[config.mk]
export PLATFORM = sky130hd
export DESIGN_NAME = timer_a_prescaler
export DESIGN_NICKNAME = d
export VERILOG_FILES = /design/src/rtl/timer_a_prescaler_pkg.sv /design/src/rtl/timer_a_prescaler_edge_sync.sv /design/src/rtl/timer_a_prescaler.sv
export SDC_FILE = /design/constraint.sdc
export NUM_CORES = 1
export LEC_CHECK = 0
export ABC_AREA = 1
export CORE_UTILIZATION = 49
export CTS_BUF_LIST = sky130_fd_sc_hd__clkbuf_4 sky130_fd_sc_hd__clkbuf_8
export CTS_CLUSTER_DIAMETER = 100
export DETAILED_ROUTE_END_ITERATION = 6
export GPL_TIMING_DRIVEN = 0
export PLACE_DENSITY = 0.79
export SLEW_MARGIN = 15
export SYNTH_ARGS = -nofsm -noshare
export SYNTH_HDL_FRONTEND = slang
export SYNTH_HIERARCHICAL = 1
export SYNTH_SLANG_ARGS = --single-unit
[constraint.sdc]
create_clock -name MCLK -period 1.56 [get_ports MCLK]
set_clock_uncertainty 0.2 [all_clocks]
set_input_delay 0.312 -clock MCLK [delete_from_list [all_inputs] [get_ports MCLK]]
set_output_delay 0.312 -clock MCLK [all_outputs]
set_load 0.02 [all_outputs]
[src/rtl/timer_a_prescaler_pkg.sv]
// Shared TimerA field encodings (TASSEL__, ID__, MC__) and the IDEX width.
// Used by the prescaler top and by any other TimerA stage that decodes these fields.
package timer_a_prescaler_pkg;

  localparam int IDEX_WIDTH = 3;

  localparam logic [1:0] TASSEL__TACLK = 2'b00;
  localparam logic [1:0] TASSEL__ACLK  = 2'b01;
  localparam logic [1:0] TASSEL__SMCLK = 2'b10;
  localparam logic [1:0] TASSEL__INCLK = 2'b11;

  localparam logic [1:0] ID__DIV1 = 2'b00;
  localparam logic [1:0] ID__DIV2 = 2'b01;
  localparam logic [1:0] ID__DIV4 = 2'b10;
  localparam logic [1:0] ID__DIV8 = 2'b11;

  localparam logic [1:0] MC__STOP   = 2'b00;
  localparam logic [1:0] MC__UP     = 2'b01;
  localparam logic [1:0] MC__CONT   = 2'b10;
  localparam logic [1:0] MC__UPDOWN = 2'b11;

  // Terminal value of the input-divider counter, (1<<ID)-1.
  function automatic logic [2:0] idTerminal(input logic [1:0] id);
    logic [2:0] term;
    case (id)
      ID__DIV1: term = 3'd0;
      ID__DIV2: term = 3'd1;
      ID__DIV4: term = 3'd3;
      default:  term = 3'd7;
    endcase
    return term;
  endfunction

endpackage

[src/rtl/timer_a_prescaler_edge_sync.sv]
// Two-flop synchronizer plus history bit for one asynchronous timer source.
// Emits a one-MCLK-cycle pulse on each synchronized rising edge.
module timer_a_edge_sync (
  input  logic MCLK,
  input  logic reset_n,
  input  logic source,
  output logic risingEdge
);

  logic sync1;
  logic sync2;
  logic history;

  always_ff @(posedge MCLK or negedge reset_n) begin
    if (!reset_n) begin
      sync1   <= 1'b0;
      sync2   <= 1'b0;
      history <= 1'b0;
    end else begin
      sync1   <= source;
      sync2   <= sync1;
      history <= sync2;
    end
  end

  assign risingEdge = sync2 & ~history;

endmodule

[src/rtl/timer_a_prescaler.sv]
// TimerA clock prescaler: source edge select, /1../8 input divider and optional
// /1../8 expansion divider (macro TIMERA_IDEX_EN), producing a count-enable tick.
module timer_a_prescaler
  import timer_a_prescaler_pkg::*;
(
  input  logic                  MCLK,
  input  logic                  reset_n,
  input  logic                  TACLK,
  input  logic                  ACLK,
  input  logic                  SMCLK,
  input  logic                  INCLK,
  input  logic [1:0]            TASSEL,
  input  logic [1:0]            ID,
  input  logic [IDEX_WIDTH-1:0] IDEX,
  input  logic [1:0]            MC,
  input  logic                  wTACLR,
  output logic                  TimerTick
);

  logic edgeTaclk;
  logic edgeAclk;
  logic edgeSmclk;
  logic edgeInclk;
  logic selEdge;
  logic countEnable;
  logic idDone;
  logic idexDone;
  logic [2:0] idCnt;

  // Every source is synchronized all the time so switching TASSEL never sees a stale edge.
  timer_a_edge_sync uSyncTaclk (.MCLK(MCLK), .reset_n(reset_n), .source(TACLK), .risingEdge(edgeTaclk));
  timer_a_edge_sync uSyncAclk  (.MCLK(MCLK), .reset_n(reset_n), .source(ACLK),  .risingEdge(edgeAclk));
  timer_a_edge_sync uSyncSmclk (.MCLK(MCLK), .reset_n(reset_n), .source(SMCLK), .risingEdge(edgeSmclk));
  timer_a_edge_sync uSyncInclk (.MCLK(MCLK), .reset_n(reset_n), .source(INCLK), .risingEdge(edgeInclk));

  always_comb begin
    selEdge = 1'b0;
    case (TASSEL)
      TASSEL__TACLK: selEdge = edgeTaclk;
      TASSEL__ACLK:  selEdge = edgeAclk;
      TASSEL__SMCLK: selEdge = edgeSmclk;
      default:       selEdge = edgeInclk;
    endcase
  end

  assign countEnable = selEdge && (MC != MC__STOP);
  assign idDone      = (idCnt >= idTerminal(ID));

`ifdef TIMERA_IDEX_EN
  logic [IDEX_WIDTH-1:0] idexCnt;

  assign idexDone = (idexCnt >= IDEX);

  always_ff @(posedge MCLK or negedge reset_n) begin
    if (!reset_n) begin
      idexCnt <= '0;
    end else if (wTACLR) begin
      idexCnt <= '0;
    end else if (countEnable && idDone) begin
      idexCnt <= idexDone ? '0 : idexCnt + 1'b1;
    end
  end
`else
  logic unusedIdex;

  assign unusedIdex = ^IDEX;
  assign idexDone   = 1'b1;
`endif

  // The ">=" compares let a reduced ID/IDEX take effect on the very next edge.
  always_ff @(posedge MCLK or negedge reset_n) begin
    if (!reset_n) begin
      idCnt     <= 3'd0;
      TimerTick <= 1'b0;
    end else if (wTACLR) begin
      idCnt     <= 3'd0;
      TimerTick <= 1'b0;
    end else begin
      TimerTick <= countEnable && idDone && idexDone;
      if (countEnable) begin
        idCnt <= idDone ? 3'd0 : idCnt + 3'd1;
      end
    end
  end

endmodule

==> results of run 1 <==
==> power by group through the flow <==
stage / clock (W) / combinational [W] / sequential, W
after floorplan: 0 / 0.0000567 / 0.000452
after global placement: 0 / 0.000105 / 0.000452
after detailed placement: 0 / 0.000114 / 0.000454
after CTS: 0.000206 / 0.000127 / 0.000445
after global routing: 0.000229 / 0.000145 / 0.000448
final: 0.000209 / 0.000135 / 0.000446
==> stage by stage <==
step	std cells	util [%]	cell area, µm²	setup TNS, ps
after global routing	101	70.67	919.6	-43.11
after CTS	98	68.94	897.1	0
after detailed placement	95	64.13	834.6	-2037
after floorplan	67	-	685.7	0
after global placement	95	64.13	834.6	-1862
final	101	70.67	919.6	-13.97
==> worst reg2reg max path, cell delays in order, from the launching register on <==
cell and delay [ps]:
sky130_fd_sc_hd__dfrtp_1 440, sky130_fd_sc_hd__ha_4 280, sky130_fd_sc_hd__a21oi_2 170, sky130_fd_sc_hd__nand3_2 130
sky130_fd_sc_hd__nor2_1 130, sky130_fd_sc_hd__nand3_1 100, sky130_fd_sc_hd__nand2_1 80
==> area by class of cell <==
| cell class | count | area (µm²) |
|---|---|---|
| Sequential cell | 16 | 400.4 |
| Multi-Input combinational cell | 39 | 284.0 |
| Clock buffer | 3 | 22.52 |
| Inverter | 12 | 45.04 |
| Fill cell | 102 | 381.6 |
| Tap cell | 15 | 18.77 |
| Timing Repair Buffer | 16 | 148.9 |
==> sequential cells by signal, indices dropped and copies added, names as in the netlist <==
signal	cells
idCnt	3
TimerTick	1
uSyncAclk/history	1
uSyncAclk/sync1	1
uSyncAclk/sync2	1
uSyncInclk/history	1
uSyncInclk/sync1	1
uSyncInclk/sync2	1
uSyncSmclk/history	1
uSyncSmclk/sync1	1
uSyncSmclk/sync2	1
uSyncTaclk/history	1
uSyncTaclk/sync1	1
uSyncTaclk/sync2	1
==> placed cells by master, fill, tap and decap left out, drive strengths merged <==
cell type / instances
dfrtp: 16
inv: 12
nand3: 12
clkdlybuf4s50: 10
nand2: 10
nor2: 9
ha: 4
clkbuf: 3
dlygate4sd2: 3
buf: 3
or2: 2
a21oi: 1
xnor2: 1
==> per-layer routing <==
metal	up-vias	global-route usage (%)
li1	247	-
met1	254	19.25
met2	16	39.75
met3	4	5.682
met4	0	15.52
met5	-	0
==> cells by family (layout without fill, tap and decap cells) <==
family	count (synthesis)	in the layout	synth area share, %
AOI/OAI and AO/OA	1	1	0.7292
xor gates and xnor gates	1	1	1.278
adders and majority gates	4	4	7.300
buffers and inverters	12	31	6.569
DFF	16	16	58.39
and+or+nand+nor	33	33	25.73
==> repair_timing <==
action / CTS / global route
resized for setup: 10 / 0
setup endpoints to repair: 5 / 3
buffers inserted: 0 / 3
pin swaps: 4 / 3
==> final timing paths <==
check	startpoint	to	slack (ps)
worst max-delay path	idCnt[2]$_DFFE_PN0P_	idCnt[0]$_DFFE_PN0P_	-10
worst min-delay path	uSyncSmclk/sync1$_DFF_PN0_	uSyncSmclk/sync2$_DFF_PN0_	150
worst max register to register	idCnt[2]$_DFFE_PN0P_	idCnt[0]$_DFFE_PN0P_	-10
worst min register to register	uSyncSmclk/sync1$_DFF_PN0_	uSyncSmclk/sync2$_DFF_PN0_	150
max in group asynchronous	reset_n	uSyncTaclk/history$_DFF_PN0_	480
min in group asynchronous	reset_n	uSyncTaclk/sync2$_DFF_PN0_	240
==> Implementation_results.wiki, run 1 <==
{| class="wikitable"
! Metric !! Value
|-
| Final worst path period need || 1574 ps
|-
| Max IR drop VDD || 663.1 µV
|-
| Initial cell density of the core || between 50% and 60%
|-
| Number of vias per cell after detailed routing || between 5 and 6
|-
| Clock Latency Late Sink || about 290 ps
|-
| Bufs and invs on worst path || 0
|-
| Hold violation total from the final report || 0
|-
| Worst hold slack || 153.0 ps
|-
| Share of post-route cells with drive strength above 1 || about a quarter
|-
| FFs w/ async S/R, synth || 100.0%
|-
| Weighted congestion reported at the end of routability-driven placement || 0.7405
|-
| Violated checks || setup timing
|-
| Largest stage delay, worst path || 440 ps
|-
| Iteration count of the initial detailed-routing pass || 4
|-
| Post-placement setup slack || -535.0 ps
|-
| Slew margin rel. || ~54%
|-
| Half-perimeter wire length of the detailed placement result || 902.8 µm
|-
| I/O Buffers || 13
|-
| Number of nets still failing antenna checks after routing || 0
|-
| Cell taking the most area after synthesis || sky130_fd_sc_hd__dfrtp_1
|-
| Average cell area after synthesis || 10.23 µm²
|-
| Leak pwr || 0.4657 nW
|-
| Highest attainable clock frequency || 0.6353 GHz
|-
| Cell class contributing the biggest share of worst-path delay || flip-flops
|-
| Critical setup path kind || reg2reg
|-
| Die Wd || just under 40 µm
|-
| Total number of cells along the worst setup path || 6
|-
| Grt ovf || 0
|-
| Number of cells on the worst reg-to-reg path || 6
|-
| Antenna violations before repair || 0
|-
| Status || finished with violations
|-
| Commonest cells in the netlist || 16 x sky130_fd_sc_hd__dfrtp_1, 11 x sky130_fd_sc_hd__inv_1, 10 x sky130_fd_sc_hd__nand3_1, 9 x sky130_fd_sc_hd__nand2_1, 5 x sky130_fd_sc_hd__nor2_2
|-
| Area of the die || around 1600 µm²
|-
| Synth Cell Area || 685.7 µm²
|-
| Residual DRC || 0
|-
| Internal power || 0.0005883 W
|-
| Hold Buf Count CTS || 0
|-
| Total of warnings raised by yosys || 6
|-
| Total vias in the final route || 521
|-
| Share of synthesized area occupied by flip-flops and latches || 58.39%
|-
| CORE AREA || 1301 µm²
|-
| Total number of clock tree sinks || 16
|-
| Detailed-routing wirelength on met1 || 558 µm
|-
| Top-Level Pins || 17
|-
| Height of the die || slightly below 40 µm
|-
| Routed length on met3 || just under 60 µm
|-
| First-pass GRT wire length || 2.049 mm
|-
| Met2 Routed Length || 784 µm
|-
| Share of the cycle needed by the critical path after routing || 100.9%
|-
| Power density over cell area || 858.6 nW/µm²
|-
| Reg clk slew, reported paths || 90 ps
|-
| Total Wirelength || 1.435 mm
|-
| Maximum buffer depth of the clock tree || 2
|-
| CP required || between 1500 and 2000 ps
|-
| Vias in the first global route || around 520
|-
| Max-cap violation count || 0
|-
| Number of nets at the end of the flow || 108
|-
| Part of the total power dissipated in combinational logic || 17.0%
|-
| Worst hold path cell count || 0
|-
| Design Power || 0.0007896 W
|-
| Switching pwr || 0.0002013 W
|-
| Average routed wire per standard cell || approximately 14 µm
|-
| Uppermost metal layer occupied by signal nets || met4
|-
| FF+latch count, synth || 16
|-
| Data arrival time of the worst path || roughly 1600 ps
|-
| Number of synthesized flops with an enable pin || 0
|-
| Site row count || 13
|-
| Clock tree from TritonCTS || built
|-
| Category of the worst setup path launch point || register
|-
| Distinct cell type count of the synthesized netlist || 15
|-
| Cell types occupying the most area after synthesis || sky130_fd_sc_hd__dfrtp_1 58%, sky130_fd_sc_hd__ha_1 7.3%, sky130_fd_sc_hd__nand3_1 7.3%
|-
| Primary FF master, synth || sky130_fd_sc_hd__dfrtp_1
|-
| Clock root buffer || sky130_fd_sc_hd__clkbuf_4
|-
| Most frequent cell after synthesis || sky130_fd_sc_hd__dfrtp_1
|-
| Diodes inserted || 0
|-
| Kind of capture point of the worst setup path || register
|-
| Syn Nets || 87
|-
| Top-area cell type share of the netlist area || 58.39%
|-
| Initial drt markers || 14
|-
| Critical-path top delay cell || sky130_fd_sc_hd__dfrtp_1
|-
| Ordered list of cells on the worst path || ha_4, a21oi_2, nand3_2, nor2_1, nand3_1, nand2_1
|-
| Maximum net fanout on the critical path || 4
|-
| Endpoints failing setup || 1
|-
| H-tree Lvls || 1
|-
| Number of buffers inserted during clock tree synthesis || 3
|-
| Worst hold path class || reg2reg
|-
| Tightest Pin Transition || 689.4 ps
|-
| Share of total power consumed by net switching || 25.50%
|-
| Number of max-slew violations in the final report || 0
|-
| Worst path setup slack after routing || -13.97 ps
|-
| Area growth from synthesis to layout || 34.12%
|-
| Clk network pwr share || 26.5%
|-
| Syn Inst Count || 67
|-
| Pin count of the biggest net entering global routing || 17
|-
| Sequential cell fraction of total power || 56.5%
|-
| Gr usage total || 21.44%
|}
(Power assumes the default switching activity.)
==> inputs of run 2 (changes only) <==
CAP_MARGIN = 5   (was not set)
SETUP_SLACK_MARGIN = 0.2   (was not set)
==> run 2 against run 1 <==
  * The flow now finishes without violations
  * Sequential share of layout area down 0.33 points
  * Worst hold slack worse by 1.4 ps
  * Maximum frequency up 7.6%
  * Register-to-register slack better by 110 ps
  * Worst setup slack better by 110 ps
  * First-iteration DRC count down 79%
  * Sequential cell count unchanged
==> Implementation_results.wiki, run 2 (synthesis gave the netlist of run 1 again) <==
{| class="wikitable"
! Metric !! Value
|-
| Number of vias per cell after detailed routing || roughly 4.7
|-
| Hold Buf Count CTS || 0
|-
| Area of the die || 1553 µm²
|-
| Cell area after placement || 875.8 µm²
|-
| Clock Latency Late Sink || about 290 ps
|-
| Initial cell density of the core || between 50% and 60%
|-
| CP required || ~1600 ps
|-
| Finished layout cell area || roughly 930 µm²
|-
| Endpoints failing setup || 0
|-
| Maximum net fanout on the critical path || 4
|-
| Critical setup path kind || reg2reg
|-
| Reg clk slew, reported paths || 90 ps
|-
| Status || complete, no violations
|-
| Worst reg2reg path endpoint || idCnt[2]$_DFFE_PN0P_
|-
| Area taken by flip-flops and latches || 401.6 µm²
|-
| Critical-path top delay cell || sky130_fd_sc_hd__dfrtp_2
|-
| Final worst path period need || 1463 ps
|-
| First-pass GRT wire length || about 1.7 mm
|-
| Register ranked first by flip-flop count || idCnt
|-
| Kind of capture point of the worst setup path || register
|-
| Total Wirelength || 1.054 mm
|-
| Half-perimeter wire length of the detailed placement result || 853.4 µm
|-
| Routed length on met3 || 49 µm
|-
| Origin of the critical flop-to-flop path || idCnt[2]$_DFFE_PN0P_
|-
| Site row count || 13
|-
| Weighted congestion reported at the end of routability-driven placement || 0.7404
|-
| Bufs and invs on worst path || 0
|-
| Vias in the first global route || 470
|-
| Highest attainable clock frequency || 0.6834 GHz
|-
| Commonest non-fill, non-tap cells in the layout || 15 x sky130_fd_sc_hd__dfrtp_1, 11 x sky130_fd_sc_hd__inv_1, 10 x sky130_fd_sc_hd__clkdlybuf4s50_1
|-
| Clock tree from TritonCTS || built
|-
| Slew margin rel. || 56.55%
|-
| Number of nets at the end of the flow || 107
|-
| FILL cells || 107
|-
| Tightest Pin Transition || 649.7 ps
|-
| Residual DRC || 0
|-
| H-tree Lvls || 1
|-
| Uppermost metal layer occupied by signal nets || met4
|-
| Grt ovf || 0
|-
| CORE AREA || 1301 µm²
|-
| Total number of cells along the worst setup path || 6
|-
| Average routed wire per standard cell || roughly 10 µm
|-
| Clock root buffer || sky130_fd_sc_hd__clkbuf_4
|-
| Worst setup path endpoint || idCnt[2]$_DFFE_PN0P_
|-
| Share of the cycle needed by the critical path after routing || 93.81%
|-
| Number of nets still failing antenna checks after routing || 0
|-
| Diodes inserted || 0
|-
| Number of buffers inserted during clock tree synthesis || 3
|-
| Iteration count of the initial detailed-routing pass || 2
|-
| Maximum buffer depth of the clock tree || 2
|-
| Max IR drop VDD || 596.5 µV
|-
| Area used by multi-input combinational logic || between 200 and 300 µm²
|-
| Hold violation total from the final report || 0
|-
| Setup repair after global routing missed its margin || true
|-
| Worst path setup slack after routing || ~97 ps
|-
| Number of cells in the finished layout apart from fillers || slightly above 100
|-
| Largest stage delay, worst path || 440 ps
|-
| Pin count of the biggest net entering global routing || 17
|-
| Worst hold path cell count || 0
|-
| Post-placement setup slack || -399.3 ps
|-
| I/O Buffers || 13
|-
| Power density over cell area || 897.7 nW/µm²
|-
| Cell class contributing the biggest share of worst-path delay || flip-flops
|-
| Gr usage total || 18.00%
|-
| Largest register FFs || 3
|-
| Antenna violations before repair || 0
|-
| Placed cell count || 95
|-
| Ordered list of cells on the worst path || ha_4, a21oi_2, nand3_2, nor2_1, nand3_1, nand2_1
|-
| FF-to-FF setup slack || between 90 and 100 ps
|-
| Number of max-slew violations in the final report || 0
|-
| Critical path startpoint || idCnt[2]$_DFFE_PN0P_
|-
| Leak pwr || 0.4648 nW
|-
| Data arrival time of the worst path || 1500 ps
|-
| Total vias in the final route || 471
|-
| Category of the worst setup path launch point || register
|-
| Initial drt markers || 3
|-
| Top-Level Pins || 17
|-
| Max-cap violation count || 0
|-
| Height of the die || 39.41 µm
|-
| Most common cell after layout, fill and taps aside || sky130_fd_sc_hd__dfrtp_1
|-
| Met2 Routed Length || 525 µm
|-
| Share of post-route cells with drive strength above 1 || 29.07%
|-
| Area growth from synthesis to layout || 35.58%
|-
| Die Wd || 39.41 µm
|-
| Detailed-routing wirelength on met1 || 446 µm
|-
| Worst hold path class || reg2reg
|-
| Number of cells on the worst reg-to-reg path || 6
|-
| Total number of clock tree sinks || 16
|}
[run 2: per-layer routing]
layer	GRT usage [%]	vias up
met5	0	-
met1	19.17	211
met4	15.52	0
li1	-	246
met2	29.92	10
met3	3.409	4
[run 2: area by class of cell]
type	instances	area share (%)
sequential	16	43.20
multi-input combinational	39	30.55
tap	15	2.019
inverter	12	4.845
clock buffer	4	3.903
timing repair buffer	15	15.48
[run 2: power breakdown]
group	leakage (nW)	switching (W)	internal, W
clock network	0.0210	0.000124	0.000142
logic	0.251	0.0000621	0.0000611
registers	0.193	0.00000975	0.000435
total	0.465	0.000196	0.000639
[run 2: what timing repair did]
action	in CTS	in global routing
setup buffers	1	1
pin swaps	7	2
setup endpoints to repair	5	5
resized for setup	5	5
[run 2: per-stage QoR]
| stage | total power (W) | hold WS, ps | util (%) | TNS (ps) |
|---|---|---|---|---|
| floorplan | 0.0005208 | -183.6 | - | 0 |
| global placement | 0.0005714 | 131.7 | 67.31 | -1407 |
| detailed placement | 0.0005775 | 134.7 | 67.31 | -1473 |
| CTS | 0.0008394 | 153.8 | 70.58 | 0 |
| global route | 0.0008792 | 161.5 | 71.44 | 0 |
| finish | 0.0008345 | 151.6 | 71.44 | 0 |
[run 2: worst min path at each step]
stage                                     from                         end  slack (ps)
global route        uSyncInclk/sync1$_DFF_PN0_  uSyncInclk/sync2$_DFF_PN0_         160
finish              uSyncInclk/sync1$_DFF_PN0_  uSyncInclk/sync2$_DFF_PN0_         150
global placement    uSyncSmclk/sync1$_DFF_PN0_  uSyncSmclk/sync2$_DFF_PN0_         130
CTS                 uSyncInclk/sync1$_DFF_PN0_  uSyncInclk/sync2$_DFF_PN0_         150
floorplan                              reset_n         TimerTick$_DFF_PN0_        -180
detailed placement   uSyncAclk/sync1$_DFF_PN0_   uSyncAclk/sync2$_DFF_PN0_         130
[run 2: worst reg2reg max path, delay by kind of cell, from the launching register on]
family	cells	cell delay, ps
simple gates	4	390
fa+ha+maj	1	240
flops	1	440
compound gates	1	150
==> inputs of run 3 (changes only) <==
clock period = 1.6 ns   (was 1.56 ns; I/O delays follow)
==> run 3 against run 2 <==
  * Critical path depth unchanged
  * Final cell count unchanged
  * Design area down 0.67%
  * Maximum frequency unchanged
  * First-iteration DRC count unchanged
  * Power down 2.7%
  * Sequential share of layout area up 0.29 points
  * Wire length about the same
  * Via count unchanged
==> Implementation_results.wiki, run 3 (synthesis gave the netlist of run 1 again) <==
{| class="wikitable"
! Metric !! Value
|-
| Status || complete, no violations
|-
| Leak pwr || approximately 0.46 nW
|-
| Maximum net fanout on the critical path || 4
|-
| Most common cell after layout, fill and taps aside || sky130_fd_sc_hd__dfrtp_1
|-
| Average routed wire per standard cell || between 10 and 15 µm
|-
| Site row count || 13
|-
| Number of vias per cell after detailed routing || 4.663
|-
| Total vias in the final route || 471
|-
| Final worst path period need || 1463 ps
|-
| Sequential cell fraction of total power || 53.4%
|-
| Share of total power consumed by net switching || 23.50%
|-
| Reg clk slew, reported paths || roughly 90 ps
|-
| Endpoints failing setup || 0
|-
| Number of nets still failing antenna checks after routing || 0
|-
| Data arrival time of the worst path || 1500 ps
|-
| First-pass GRT wire length || 1.725 mm
|-
| Grt ovf || 0
|-
| Iteration count of the initial detailed-routing pass || 2
|-
| Placed cell count || 95
|-
| Slew margin rel. || 56.54%
|-
| Number of max-slew violations in the final report || 0
|-
| Setup repair after global routing missed its margin || true
|-
| I/O Buffers || 13
|-
| Tightest Pin Transition || 649.8 ps
|-
| Maximum buffer depth of the clock tree || 2
|-
| Switching pwr || 0.0001909 W
|-
| Gr usage total || 18.00%
|-
| Clk network pwr share || 32.0%
|-
| Number of buffers inserted during clock tree synthesis || 3
|-
| Diodes inserted || 0
|-
| Commonest non-fill, non-tap cells in the layout || 15 x sky130_fd_sc_hd__dfrtp_1, 11 x sky130_fd_sc_hd__inv_1, 10 x sky130_fd_sc_hd__clkdlybuf4s50_1
|-
| Share of post-route cells with drive strength above 1 || 29.07%
|-
| Residual DRC || 0
|-
| H-tree Lvls || 1
|-
| Max-cap violation count || 0
|-
| Pin count of the biggest net entering global routing || 17
|-
| Part of the total power dissipated in combinational logic || 14.7%
|-
| Accumulated negative setup slack || 0 ps
|-
| Startpoint of the lowest-slack hold path || uSyncInclk/sync1$_DFF_PN0_
|-
| CP required || 1630 ps
|-
| Initial cell density of the core || 52.69%
|-
| Antenna violations before repair || 0
|-
| Largest register FFs || 3
|-
| Hold violation total from the final report || 0
|-
| Number of cells in the finished layout apart from fillers || 101
|-
| Total number of clock tree sinks || 16
|-
| FILL cells || 106
|-
| Internal power || 0.0006214 W
|-
| Area growth from synthesis to layout || 34.67%
|-
| Weighted congestion reported at the end of routability-driven placement || 0.7404
|-
| Initial drt markers || 3
|-
| Register ranked first by flip-flop count || idCnt
|-
| Hold Buf Count CTS || 0
|-
| Worst hold path class || reg2reg
|-
| Height of the die || 39.41 µm
|-
| Vias in the first global route || 470
|-
| Clock Latency Late Sink || 290 ps
|-
| Clock tree from TritonCTS || built
|-
| Die Wd || a little under 40 µm
|-
| Share of the cycle needed by the critical path after routing || 91.46%
|-
| Max IR drop VDD || 581.6 µV
|-
| Area taken by flip-flops and latches || 401.6 µm²
|-
| Number of nets at the end of the flow || between 100 and 150
|-
| CORE AREA || around 1300 µm²
|-
| Area of the die || 1553 µm²
|-
| Highest attainable clock frequency || 0.6834 GHz
|-
| Area used by multi-input combinational logic || between 200 and 300 µm²
|-
| Category of the worst setup path launch point || register
|-
| Half-perimeter wire length of the detailed placement result || between 800 and 900 µm
|-
| Total Wirelength || 1.055 mm
|-
| Power density over cell area || between 800 and 900 nW/µm²
|-
| Origin of the critical flop-to-flop path || idCnt[2]$_DFFE_PN0P_
|-
| Top-Level Pins || 17
|-
| Kind of capture point of the worst setup path || register
|-
| Critical setup path kind || reg2reg
|-
| Critical path startpoint || idCnt[2]$_DFFE_PN0P_
|-
| Clock root buffer || sky130_fd_sc_hd__clkbuf_4
|}
-- run 3: cell types whose count changed in the layout (fill, tap and decap cells not counted) --
cell	change
sky130_fd_sc_hd__clkbuf_2	+1
sky130_fd_sc_hd__buf_6	-1
-- run 3: worst paths after layout --
check                                        endpoint  slack (ps)  depth (start not counted)
min reg2reg                uSyncInclk/sync2$_DFF_PN0_         150                          0
max                              idCnt[2]$_DFFE_PN0P_         140                          6
max reg2reg                      idCnt[2]$_DFFE_PN0P_         140                          6
min                        uSyncInclk/sync2$_DFF_PN0_         150                          0
min in group asynchronous   uSyncAclk/sync2$_DFF_PN0_         220                          1
max in group asynchronous        idCnt[2]$_DFFE_PN0P_         530                          1
-- run 3: layer usage --
metal / up-vias / part of all wire, % / track usage [%]
li1: 246 / - / -
met2: 10 / 50 / 29.92
met4: 0 / 3.1 / 15.52
met3: 4 / 4.8 / 3.409
met1: 211 / 42 / 19.17
met5: - / 0 / 0
-- run 3: critical path, cell delays in order (launching register included) --
cell,delay [ps]
sky130_fd_sc_hd__dfrtp_2,440
sky130_fd_sc_hd__ha_4,230
sky130_fd_sc_hd__a21oi_2,150
sky130_fd_sc_hd__nand3_2,130
sky130_fd_sc_hd__nor2_1,130
sky130_fd_sc_hd__nand3_1,70
sky130_fd_sc_hd__nand2_1,60
-- run 3: per-stage QoR --
step | util [%] | power [W] | worst slack [ps] | hold WS, ps | instance area (µm²)
6_report | 70.96 | 0.0008123 | 136.6 | 151.6 | 923.4
5_1_grt | 70.96 | 0.0008559 | 47.77 | 161.5 | 923.4
4_1_cts | 70.58 | 0.0008184 | 135.7 | 153.8 | 918.4
3_5_place_dp | 67.31 | 0.0005631 | -367.3 | 134.7 | 875.8
3_3_place_gp | 67.31 | 0.0005571 | -346.7 | 131.7 | 875.8
2_1_floorplan | - | 0.0005077 | 188.8 | -175.6 | 726.9
-- run 3: power groups by stage --
stage,Sequential (W),Clock (W),Combinational [W]
3_5_place_dp,0.000443,0,0.000121
5_1_grt,0.000436,0.000285,0.000135
3_3_place_gp,0.000441,0,0.000116
6_report,0.000434,0.000260,0.000119
2_1_floorplan,0.000441,0,0.0000667
4_1_cts,0.000434,0.000265,0.000119
-- run 3: cell type report --
type	count	share of cell area, %
Sequential cell	16	43.50
Timing Repair Buffer	15	14.91
Multi-Input combinational cell	39	30.76
Tap cell	15	2.033
Inverter	12	4.878
Clock buffer	4	3.930
-- run 3: what timing repair did --
action,4_1_cts,5_1_grt
pin swaps,7,2
cloned,0,0
resized for setup,5,2
buffers inserted,1,1
endpoints found under the setup margin,5,5
